File: config.mk
export PLATFORM = sky130hd
export DESIGN_NAME = eda_region_walker
export DESIGN_NICKNAME = d
export VERILOG_FILES = /design/src/rtl/eda_region_walker.sv
export SDC_FILE = /design/constraint.sdc
export NUM_CORES = 2
export LEC_CHECK = 0
export ABC_AREA = 1
export BUFFER_PORTS_ARGS = -buffer_cell sky130_fd_sc_hd__buf_2
export CORE_MARGIN = 1
export CORE_UTILIZATION = 45
export CTS_CLUSTER_DIAMETER = 100
export DETAILED_ROUTE_END_ITERATION = 6
export PLACE_DENSITY = 0.56
export SLEW_MARGIN = 20
export SYNTH_ARGS = -nofsm -noshare
export SYNTH_HDL_FRONTEND = slang
export SYNTH_SLANG_ARGS = --single-unit
File: constraint.sdc
create_clock -name clk -period 25.4 [get_ports clk]
set_input_delay 5.08 -clock clk [delete_from_list [all_inputs] [get_ports clk]]
set_output_delay 5.08 -clock clk [all_outputs]
set_load 0.01 [all_outputs]
File: src/rtl/eda_region_walker.sv
// eda_region_walker: LIFO flood fill over the 8-connected equal-valued plateau around a seed pixel.
// Optional macro EDA_WALKER_EARLY_EXIT_EN ends the walk at the first greater neighbour.
module eda_region_walker #(
  parameter int M          = 16,
  parameter int N          = 16,
  parameter int DATA_WIDTH = 8,
  parameter int ADDR_WIDTH = $clog2(M*N)
) (
  input  logic                  clk,
  input  logic                  reset,
  input  logic                  start,
  input  logic [ADDR_WIDTH-1:0] seed_addr,
  output logic                  pix_rd_en,
  output logic [ADDR_WIDTH-1:0] pix_rd_addr,
  input  logic [DATA_WIDTH-1:0] pix_rd_data,
  output logic                  clear,
  output logic                  new_pixel,
  output logic [ADDR_WIDTH-1:0] center_addr,
  output logic [ADDR_WIDTH-1:0] upleft_addr,
  output logic [ADDR_WIDTH-1:0] up_addr,
  output logic [ADDR_WIDTH-1:0] upright_addr,
  output logic [ADDR_WIDTH-1:0] left_addr,
  output logic [ADDR_WIDTH-1:0] right_addr,
  output logic [ADDR_WIDTH-1:0] downleft_addr,
  output logic [ADDR_WIDTH-1:0] down_addr,
  output logic [ADDR_WIDTH-1:0] downright_addr,
  output logic [7:0]            equal_positions,
  output logic [7:0]            push_positions,
  input  logic [7:0]            iterated_idx,
  output logic                  busy,
  output logic                  done,
  output logic                  is_max,
  output logic [ADDR_WIDTH:0]   region_size,
  output logic [3:0]            dbg_state
);

  localparam int RW    = $clog2(M);
  localparam int CW    = $clog2(N);
  localparam int DEPTH = M * N;
  localparam logic [ADDR_WIDTH:0] ONE_W = {{ADDR_WIDTH{1'b0}}, 1'b1};

`ifdef EDA_WALKER_EARLY_EXIT_EN
  localparam bit EARLY_EXIT = 1'b1;
`else
  localparam bit EARLY_EXIT = 1'b0;
`endif

  typedef enum logic [3:0] {
    S_IDLE, S_CLEAR, S_SEED_RD, S_SEED_WAIT, S_POP, S_READ, S_EVAL, S_PUSH, S_FINISH
  } state_t;

  state_t                  state_q, state_d;
  logic [ADDR_WIDTH-1:0]   seed_q, center_q;
  logic [DATA_WIDTH-1:0]   region_val_q;
  logic [DATA_WIDTH-1:0]   val_q [8];
  logic [ADDR_WIDTH-1:0]   stack_q [DEPTH];
  logic [ADDR_WIDTH:0]     sp_q, sp_m1, region_size_q;
  logic [3:0]              slot_q;
  logic [7:0]              push_mask_q;
  logic                    is_max_r_q, is_max_q;

  logic [RW-1:0]           row;
  logic [CW-1:0]           col;
  logic [RW:0]             row_m1, row_p1;
  logic [CW:0]             col_m1, col_p1;
  logic                    up_ok, dn_ok, lf_ok, rt_ok, nbr_vis;
  logic [7:0]              inb, eq_vec, gt_vec, push_now;
  logic [ADDR_WIDTH-1:0]   nbr [8];
  logic [2:0]              rd_pos, cap_pos, push_sel;

  // Extra top bit of each +/-1 result is the borrow/carry that flags an out-of-bounds row/column.
  assign row    = center_q[ADDR_WIDTH-1:CW];
  assign col    = center_q[CW-1:0];
  assign row_m1 = {1'b0, row} - {{RW{1'b0}}, 1'b1};
  assign row_p1 = {1'b0, row} + {{RW{1'b0}}, 1'b1};
  assign col_m1 = {1'b0, col} - {{CW{1'b0}}, 1'b1};
  assign col_p1 = {1'b0, col} + {{CW{1'b0}}, 1'b1};
  assign up_ok  = ~row_m1[RW];
  assign dn_ok  = ~row_p1[RW];
  assign lf_ok  = ~col_m1[CW];
  assign rt_ok  = ~col_p1[CW];
  assign inb    = {up_ok & lf_ok, up_ok, up_ok & rt_ok, lf_ok,
                   rt_ok, dn_ok & lf_ok, dn_ok, dn_ok & rt_ok};

  always_comb begin
    nbr[7] = {row_m1[RW-1:0], col_m1[CW-1:0]};
    nbr[6] = {row_m1[RW-1:0], col};
    nbr[5] = {row_m1[RW-1:0], col_p1[CW-1:0]};
    nbr[4] = {row, col_m1[CW-1:0]};
    nbr[3] = {row, col_p1[CW-1:0]};
    nbr[2] = {row_p1[RW-1:0], col_m1[CW-1:0]};
    nbr[1] = {row_p1[RW-1:0], col};
    nbr[0] = {row_p1[RW-1:0], col_p1[CW-1:0]};
  end

  always_comb begin
    eq_vec   = '0;
    gt_vec   = '0;
    push_sel = '0;
    for (int p = 0; p < 8; p++) begin
      eq_vec[p] = inb[p] && (val_q[p] == region_val_q);
      gt_vec[p] = inb[p] && (val_q[p] > region_val_q);
      if (push_mask_q[p]) push_sel = 3'(p);
    end
  end

  assign push_now = eq_vec & ~iterated_idx;
  assign rd_pos   = 3'd7 - slot_q[2:0];
  assign cap_pos  = rd_pos + 3'd1;
  assign sp_m1    = sp_q - ONE_W;
  assign nbr_vis  = (state_q == S_READ) || (state_q == S_EVAL) || (state_q == S_PUSH);

  assign center_addr    = center_q;
  assign upleft_addr    = nbr_vis ? nbr[7] : '0;
  assign up_addr        = nbr_vis ? nbr[6] : '0;
  assign upright_addr   = nbr_vis ? nbr[5] : '0;
  assign left_addr      = nbr_vis ? nbr[4] : '0;
  assign right_addr     = nbr_vis ? nbr[3] : '0;
  assign downleft_addr  = nbr_vis ? nbr[2] : '0;
  assign down_addr      = nbr_vis ? nbr[1] : '0;
  assign downright_addr = nbr_vis ? nbr[0] : '0;
  assign region_size    = region_size_q;
  assign is_max         = (state_q == S_FINISH) ? is_max_r_q : is_max_q;
  assign dbg_state      = state_q;

  always_ff @(posedge clk) begin
    if (reset) state_q <= S_IDLE;
    else       state_q <= state_d;
  end

  // start is accepted only in IDLE (level sampled for one cycle); done is a single-cycle pulse in FINISH.
  always_comb begin
    state_d         = state_q;
    busy            = 1'b1;
    done            = 1'b0;
    clear           = 1'b0;
    new_pixel       = 1'b0;
    pix_rd_en       = 1'b0;
    pix_rd_addr     = '0;
    equal_positions = '0;
    push_positions  = '0;
    case (state_q)
      S_IDLE: begin
        busy = 1'b0;
        if (start) state_d = S_CLEAR;
      end
      S_CLEAR: begin
        clear   = 1'b1;
        state_d = S_SEED_RD;
      end
      S_SEED_RD: begin
        pix_rd_en   = 1'b1;
        pix_rd_addr = seed_q;
        state_d     = S_SEED_WAIT;
      end
      S_SEED_WAIT: state_d = S_POP;
      S_POP:       state_d = S_READ;
      S_READ: begin
        if (slot_q == 4'd8) begin
          state_d = S_EVAL;
        end else begin
          pix_rd_en   = inb[rd_pos];
          pix_rd_addr = inb[rd_pos] ? nbr[rd_pos] : '0;
        end
      end
      S_EVAL: begin
        new_pixel       = 1'b1;
        equal_positions = eq_vec;
        push_positions  = push_now;
        if (EARLY_EXIT && (|gt_vec)) state_d = S_FINISH;
        else if (|push_now)          state_d = S_PUSH;
        else if (sp_q != '0)         state_d = S_POP;
        else                         state_d = S_FINISH;
      end
      S_PUSH: begin
        if ((push_mask_q & ~(8'd1 << push_sel)) == 8'd0) state_d = S_POP;
      end
      S_FINISH: begin
        busy    = 1'b0;
        done    = 1'b1;
        state_d = S_IDLE;
      end
      default: state_d = S_IDLE;
    endcase
  end

  always_ff @(posedge clk) begin
    if (reset) begin
      seed_q        <= '0;
      center_q      <= '0;
      region_val_q  <= '0;
      sp_q          <= '0;
      slot_q        <= '0;
      push_mask_q   <= '0;
      is_max_r_q    <= 1'b0;
      is_max_q      <= 1'b0;
      region_size_q <= '0;
      for (int p = 0; p < 8; p++) val_q[p] <= '0;
    end else begin
      case (state_q)
        S_IDLE: if (start) begin
          seed_q        <= seed_addr;
          is_max_q      <= 1'b0;
          region_size_q <= '0;
        end
        S_CLEAR: begin
          sp_q       <= ONE_W;
          is_max_r_q <= 1'b1;
        end
        S_SEED_WAIT: region_val_q <= pix_rd_data;
        S_POP: begin
          center_q      <= stack_q[sp_m1[ADDR_WIDTH-1:0]];
          sp_q          <= sp_m1;
          region_size_q <= region_size_q + ONE_W;
          slot_q        <= '0;
        end
        S_READ: begin
          slot_q <= slot_q + 4'd1;
          if (slot_q != 4'd0) val_q[cap_pos] <= pix_rd_data;
        end
        S_EVAL: begin
          push_mask_q <= push_now;
          if (|gt_vec) is_max_r_q <= 1'b0;
          if (EARLY_EXIT && (|gt_vec)) sp_q <= '0;
        end
        S_PUSH: begin
          push_mask_q[push_sel] <= 1'b0;
          sp_q                  <= sp_q + ONE_W;
        end
        S_FINISH: is_max_q <= is_max_r_q;
        default: ;
      endcase
    end
  end

  always_ff @(posedge clk) begin
    if (state_q == S_CLEAR)     stack_q[0] <= seed_q;
    else if (state_q == S_PUSH) stack_q[sp_q[ADDR_WIDTH-1:0]] <= nbr[push_sel];
  end

endmodule

## Word-level counts from Yosys, hierarchy flattened

Memory sizes are Yosys's and may differ from the RTL's. A register that Yosys moved wholly into a read port is not among the register bits.
Index checks and enable logic that the tools add are counted.

- Bits in registers: 52
- Memory bits (writable): 2112
- Input port bits: 27
- Output and inout bits: 115
- Word-level logic and storage cells: 179
- Memories: 2

- $add $sub $neg: 10
- $lt $le $gt $ge: 13
- Equality and inequality tests: 21
- Shifts and indexed selects: 1
- Multiplexer cells: 68
- Bitwise logic cells: 16
- Reductions and logical operators: 39

Memory list:

| memory | words | bits a word | rd ports | clocked after Yosys merged registers in | wr ports | RTL line | text |
|---|---|---|---|---|---|---|---|
| stack_q | 256 | 8 | 1 | 1 | 1 | 56 | `logic [ADDR_WIDTH-1:0] stack_q [DEPTH];` |
| val_q | 8 | 8 | 8 | 0 | 8 | 55 | `logic [DATA_WIDTH-1:0] val_q [8];` |

Operator list:

| cell | number |
|---|---|
| 2-to-1 mux 8 bit | 19 |
| == test 8 bit | 8 |
| > comparator 8 bit | 8 |
| binary-select mux 8 bit (select 3 bit) | 2 |
| case mux 4 bit (8 select lines) | 1 |
| case mux 8 bit (2 select lines) | 2 |
| OR reduction 8 bit | 4 |
| case mux 9 bit (3 select lines) | 1 |
| bitwise AND 8 bit | 3 |
| inverter 8 bit | 3 |
| 2-to-1 mux 1 bit | 23 |
| 2-to-1 mux 3 bit | 7 |
| 2-to-1 mux 4 bit | 5 |
| adder 9 x 1 -> 9 bit, second input constant | 2 |
| case mux 9 bit (2 select lines) | 1 |
| logical AND 1 bit | 17 |
| == test 4 x 3 -> 1 bit, second input constant | 4 |
| adder 4 x 1 -> 5 bit, second input constant | 2 |
| nonzero test 2 bit | 5 |
| subtractor 4 x 1 -> 5 bit, second input constant | 2 |
| 2-to-1 mux 9 bit | 1 |
| nonzero test 9 bit | 1 |
| subtractor 9 x 1 -> 9 bit, second input constant | 1 |
| == test 4 x 2 -> 1 bit, second input constant | 2 |
| other kinds (26) | 44 |

## Longest topological paths before layout

- Depth after elaboration: 14
- Gate-level depth with buffers: 19
- Depth with buffers taken out: 14

## Least setup slack after synthesis

Ideal clock, no wire load.

- Path type: reg2reg
- Start: register push_mask_q[7]
- End: memory stack_q[0][4] (netlist name), data pin
- Setup time: 2187 ps
- Data arrival time: 11175 ps
- Required time: 23213 ps
- Path slack: 12038 ps
- Stages on the path, launching flop included: 8
- Path buffers: 0
- Clock period less this slack: 13362 ps
- Path through: dfxtp_1 nor2_1 nand2_1 nor2_1 inv_1 o21ai_0 xor2_1 o21ai_0

- Word-level cells in the longest chain between the ends: 6

RTL lines:

| element | RTL line | text |
|---|---|---|
| start, declared | 59 | `logic [7:0] push_mask_q;` |
| start signal, assigned | 222 | `push_mask_q <= push_now;` |
| 2-to-1 mux 3 bit | 103 | `if (push_mask_q[p]) push_sel = 3'(p);` |
| inverter 3 -> 4 bit (implied by the code) | 238 | `else if (state_q == S_PUSH) stack_q[sp_q[ADDR_WIDTH-1:0]] <= nbr[push_sel];` |
| binary-select mux 8 bit (select 3 bit) | 238 |  |
| 2-to-1 mux 8 bit (implied by the code) (2 in a row) | 238 |  |
| 2-to-1 mux 8 bit (no source line) | -- |  |
| end, declared | 56 |  |

No other way between the ends. The select of a mux whose other input is x is not followed.

## Final worst setup path

- Start: input port iterated_idx[1]
- End: output port push_positions[1]

- Word-level cells in the longest chain between the ends: 3

RTL lines:

| element | RTL line | text |
|---|---|---|
| start, declared | 29 | `input logic [7:0] iterated_idx,` |
| inverter 8 bit | 107 | `assign push_now = eq_vec & ~iterated_idx;` |
| bitwise AND 8 bit | 107 |  |
| 2-to-1 mux 8 bit | 142 | `case (state_q)` |
| end, declared | 28 | `output logic [7:0] push_positions,` |

No other way between the ends.

==> impl_metrics.ini <==
[die]
die_x_um = 452
coreArea_um2 = 200000
start_util_pct = 45.4
pin_count = 142
die_area_um2 = 204000
chipHeight_um = 452
rows = 164

[clocking]
clock_latency_ns = 0.87
postCtsSetupBuffers = 0
clockRootBuffer = clkbuf_16
cts_tree = built
ctsHoldBuffers = 0
numClockSinks = 2172
cts_buffers = 221
path_clk_slew_ns = 0.06
htreeDepth = 4
cts_buffer_depth = 3
post_cts_resized = 0

[final_layout]
seq_area_um2 = 64600
nFillCells = 17600
mostFrequentLayoutCell = nand2_1
nets = 8054
fin_cells = 10800
final_cell_mix = 2233 x nand2_1, 2112 x edfxtp_1, 1962 x nand3_1
multi_input_comb_area_um2 = 23500
final_util_pct = 50.1
design_area_um2 = 100000
syn2layout_area_growth_pct = 10.3
drive_above_1_share_pct = 7.08

[critical_path]
crit_chain = buf_2 -> nor3_1 -> buf_2
critPathLaunch = iterated_idx[1]
crit_path_max_fanout = 2
end_kind = output pin
worst-endpoint-required_ns = 20.32
reg2reg_slack_ns = 20.05
r2r-start = sp_q[0]$_SDFFE_PP0P_
arrival_ns = 5.74
crit_type = in2out
critPathSlowestCell = nor3_1
max_stage_delay_ns = 0.35
reg2reg_to = center_addr[6]$_SDFFE_PP0P_
crit_path_end = push_positions[1]
r2r_cells = 14
critPathLaunchType = primary input
cp_common_cell = buf_2

[global_routing]
grt_max_degree = 188
met1_usage_pct = 35.4
grt_pass1_wl_um = 383000
antenna_found_initial = 5
grt_pass1_vias = 57400
grt_usage_pct = 25.0
grt_remaining_overflow = 0
use_met3_pct = 3.73
grt.met2_usage_pct = 40.0
top_usage_layer = met2

[power_and_ir_drop]
p_per_area_nw_per_um2 = 104
irDropWorstVdd_v = 0.0000886
leakage_nw = 35.7

[place]
place_congestion = 0.908
dp_slack_ns = 14.58
post_dp_cell_area_um2 = 93500
dp_hpwl_um = 146000
dp_cells = 10400
io_buffers = 141

[route]
wl_um = 259000
viasPerCell = 5.64
drc = 0
dr.pass1.iters = 6
vias = 60900
drt_iter0_markers = 6691
ant_nets = 0
wire_per_inst_um = 24.0

[run_status]
status = completed

[timing]
fin_skew_ns = 0.0259
setup_tns_ns = 0
fmax_ghz = 0.0924
worst-slew-pin-transition_ns = 1.20
period_share_pct = 42.6
setup_viol = 0
max_slew_margin_pct = 19.8
maxSlewViolCount = 0
rsz0062_at_grt = no
hold_viol = 0
fin_ws_ns = 14.58
period_needed_ns = 10.82

[synth]
async_reset_ff_share_pct = 0
synth_edf_count = 2112
avgSynthCellArea_um2 = 11.3
syn_area_um2 = 91100
netlist.area_leader.share_pct = 69.6
synth_cell_types = 41
synthTopCellsByArea = edfxtp_1 70%, nand3_1 11%, nand2_1 9.3%
ys_warn_count = 0
syn-num-nets = 8151
ys_seq_area_share_pct = 70.9
synth_flop_cell = edfxtp_1
yosysTopAreaCell = edfxtp_1
synth_seq_cells = 2172
synth_cells = 8046

[worst_hold_path]
hold_path.class = reg2reg

[job]
maxCapViolations = 0
==> final cells by class <==
| cell class | count | area share [%] |
|---|---|---|
| well taps | 2656 | 3.31 |
| inverters | 157 | 0.619 |
| repair buffers | 230 | 1.50 |
| diodes | 2 | 0.00498 |
| clock inverters | 118 | 0.988 |
| clock buffers | 287 | 5.86 |
| flip-flops and latches | 2172 | 64.3 |
| multi-input cells | 5167 | 23.4 |
==> worst min path at each step <==
stage,start,to,slack [ns],depth (start not counted)
finish,slot_q[3]$_SDFFE_PP0P_,slot_q[3]$_SDFFE_PP0P_,0.48,1
global route,seed_q[2]$_SDFFE_PP0P_,seed_q[2]$_SDFFE_PP0P_,0.51,2
CTS,dbg_state[3]$_SDFFE_PP0P_,dbg_state[2]$_SDFFE_PP0P_,0.47,1
detailed placement,seed_q[2]$_SDFFE_PP0P_,seed_q[2]$_SDFFE_PP0P_,0.47,2
global placement,seed_q[2]$_SDFFE_PP0P_,seed_q[2]$_SDFFE_PP0P_,0.46,2
floorplan,seed_q[2]$_SDFFE_PP0P_,seed_q[2]$_SDFFE_PP0P_,0.44,2
==> through the flow <==
| stage | power, mW | hold slack (ns) |
|---|---|---|
| after floorplan | 6.26 | 0.436 |
| after global placement | 7.30 | 0.463 |
| after detailed placement | 7.32 | 0.466 |
| after CTS | 10.4 | 0.474 |
| after global routing | 10.8 | 0.509 |
| final | 10.4 | 0.480 |
==> cell families (layout without fill, tap and decap cells) <==
logic type                 Yosys count  count (layout)  share of synthesized area, %
and+or+nand+nor                   4777            4777                          22.5
AOI/OAI and AO/OA                  294             294                          1.75
buffers and inverters              707             792                          3.54
xor gates and xnor gates            17              17                         0.180
muxes                                1               1                        0.0124
other                                0               2                             0
DFF                               2172            2172                          70.9
adders and majority gates           78              78                          1.07
==> synth_stat cells (all sizes together) (27+ instances only) <==
library cell and count:
nor3 27, edfxtp 2112, ha 78, dfxtp 60
o21ai 113, nand2 2250, clkbuf 196, buf 354
nand3 1966, nor2 515, inv 148, a21oi 121
==> worst max-delay path, delay by kind of cell <==
| kind | cells | cell delay, ns |
|---|---|---|
| buffers and inverters | 2 | 0.32 |
| AND/OR/NAND/NOR | 1 | 0.35 |
==> registers in the layout (all words and copies together), names as in the netlist, 4 cells and up <==
| signal | flops |
|---|---|
| val_q | 64 |
| stack_q | 2048 |
| region_val_q | 8 |
| slot_q | 4 |
| seed_q | 8 |
| dbg_state | 4 |
| push_mask_q | 8 |
| center_addr | 8 |
| region_size | 9 |
| sp_q | 9 |
==> metal layers <==
metal | wire [µm] | share of wire (%) | vias to the layer above
met3 | 18300 | 7.0 | 403
li1 | - | - | 28200
met5 | 9 | 0.0035 | -
met2 | 122000 | 47 | 2262
met1 | 111000 | 43 | 30100
met4 | 7200 | 2.8 | 2
==> power breakdown <==
group	switching (mW)	internal (mW)
Combinational	2.39	0.744
Sequential	0.0156	4.12
Clock	1.37	1.77
Total	3.78	6.63
No activity file was read; power rests on OpenSTA's default activity.
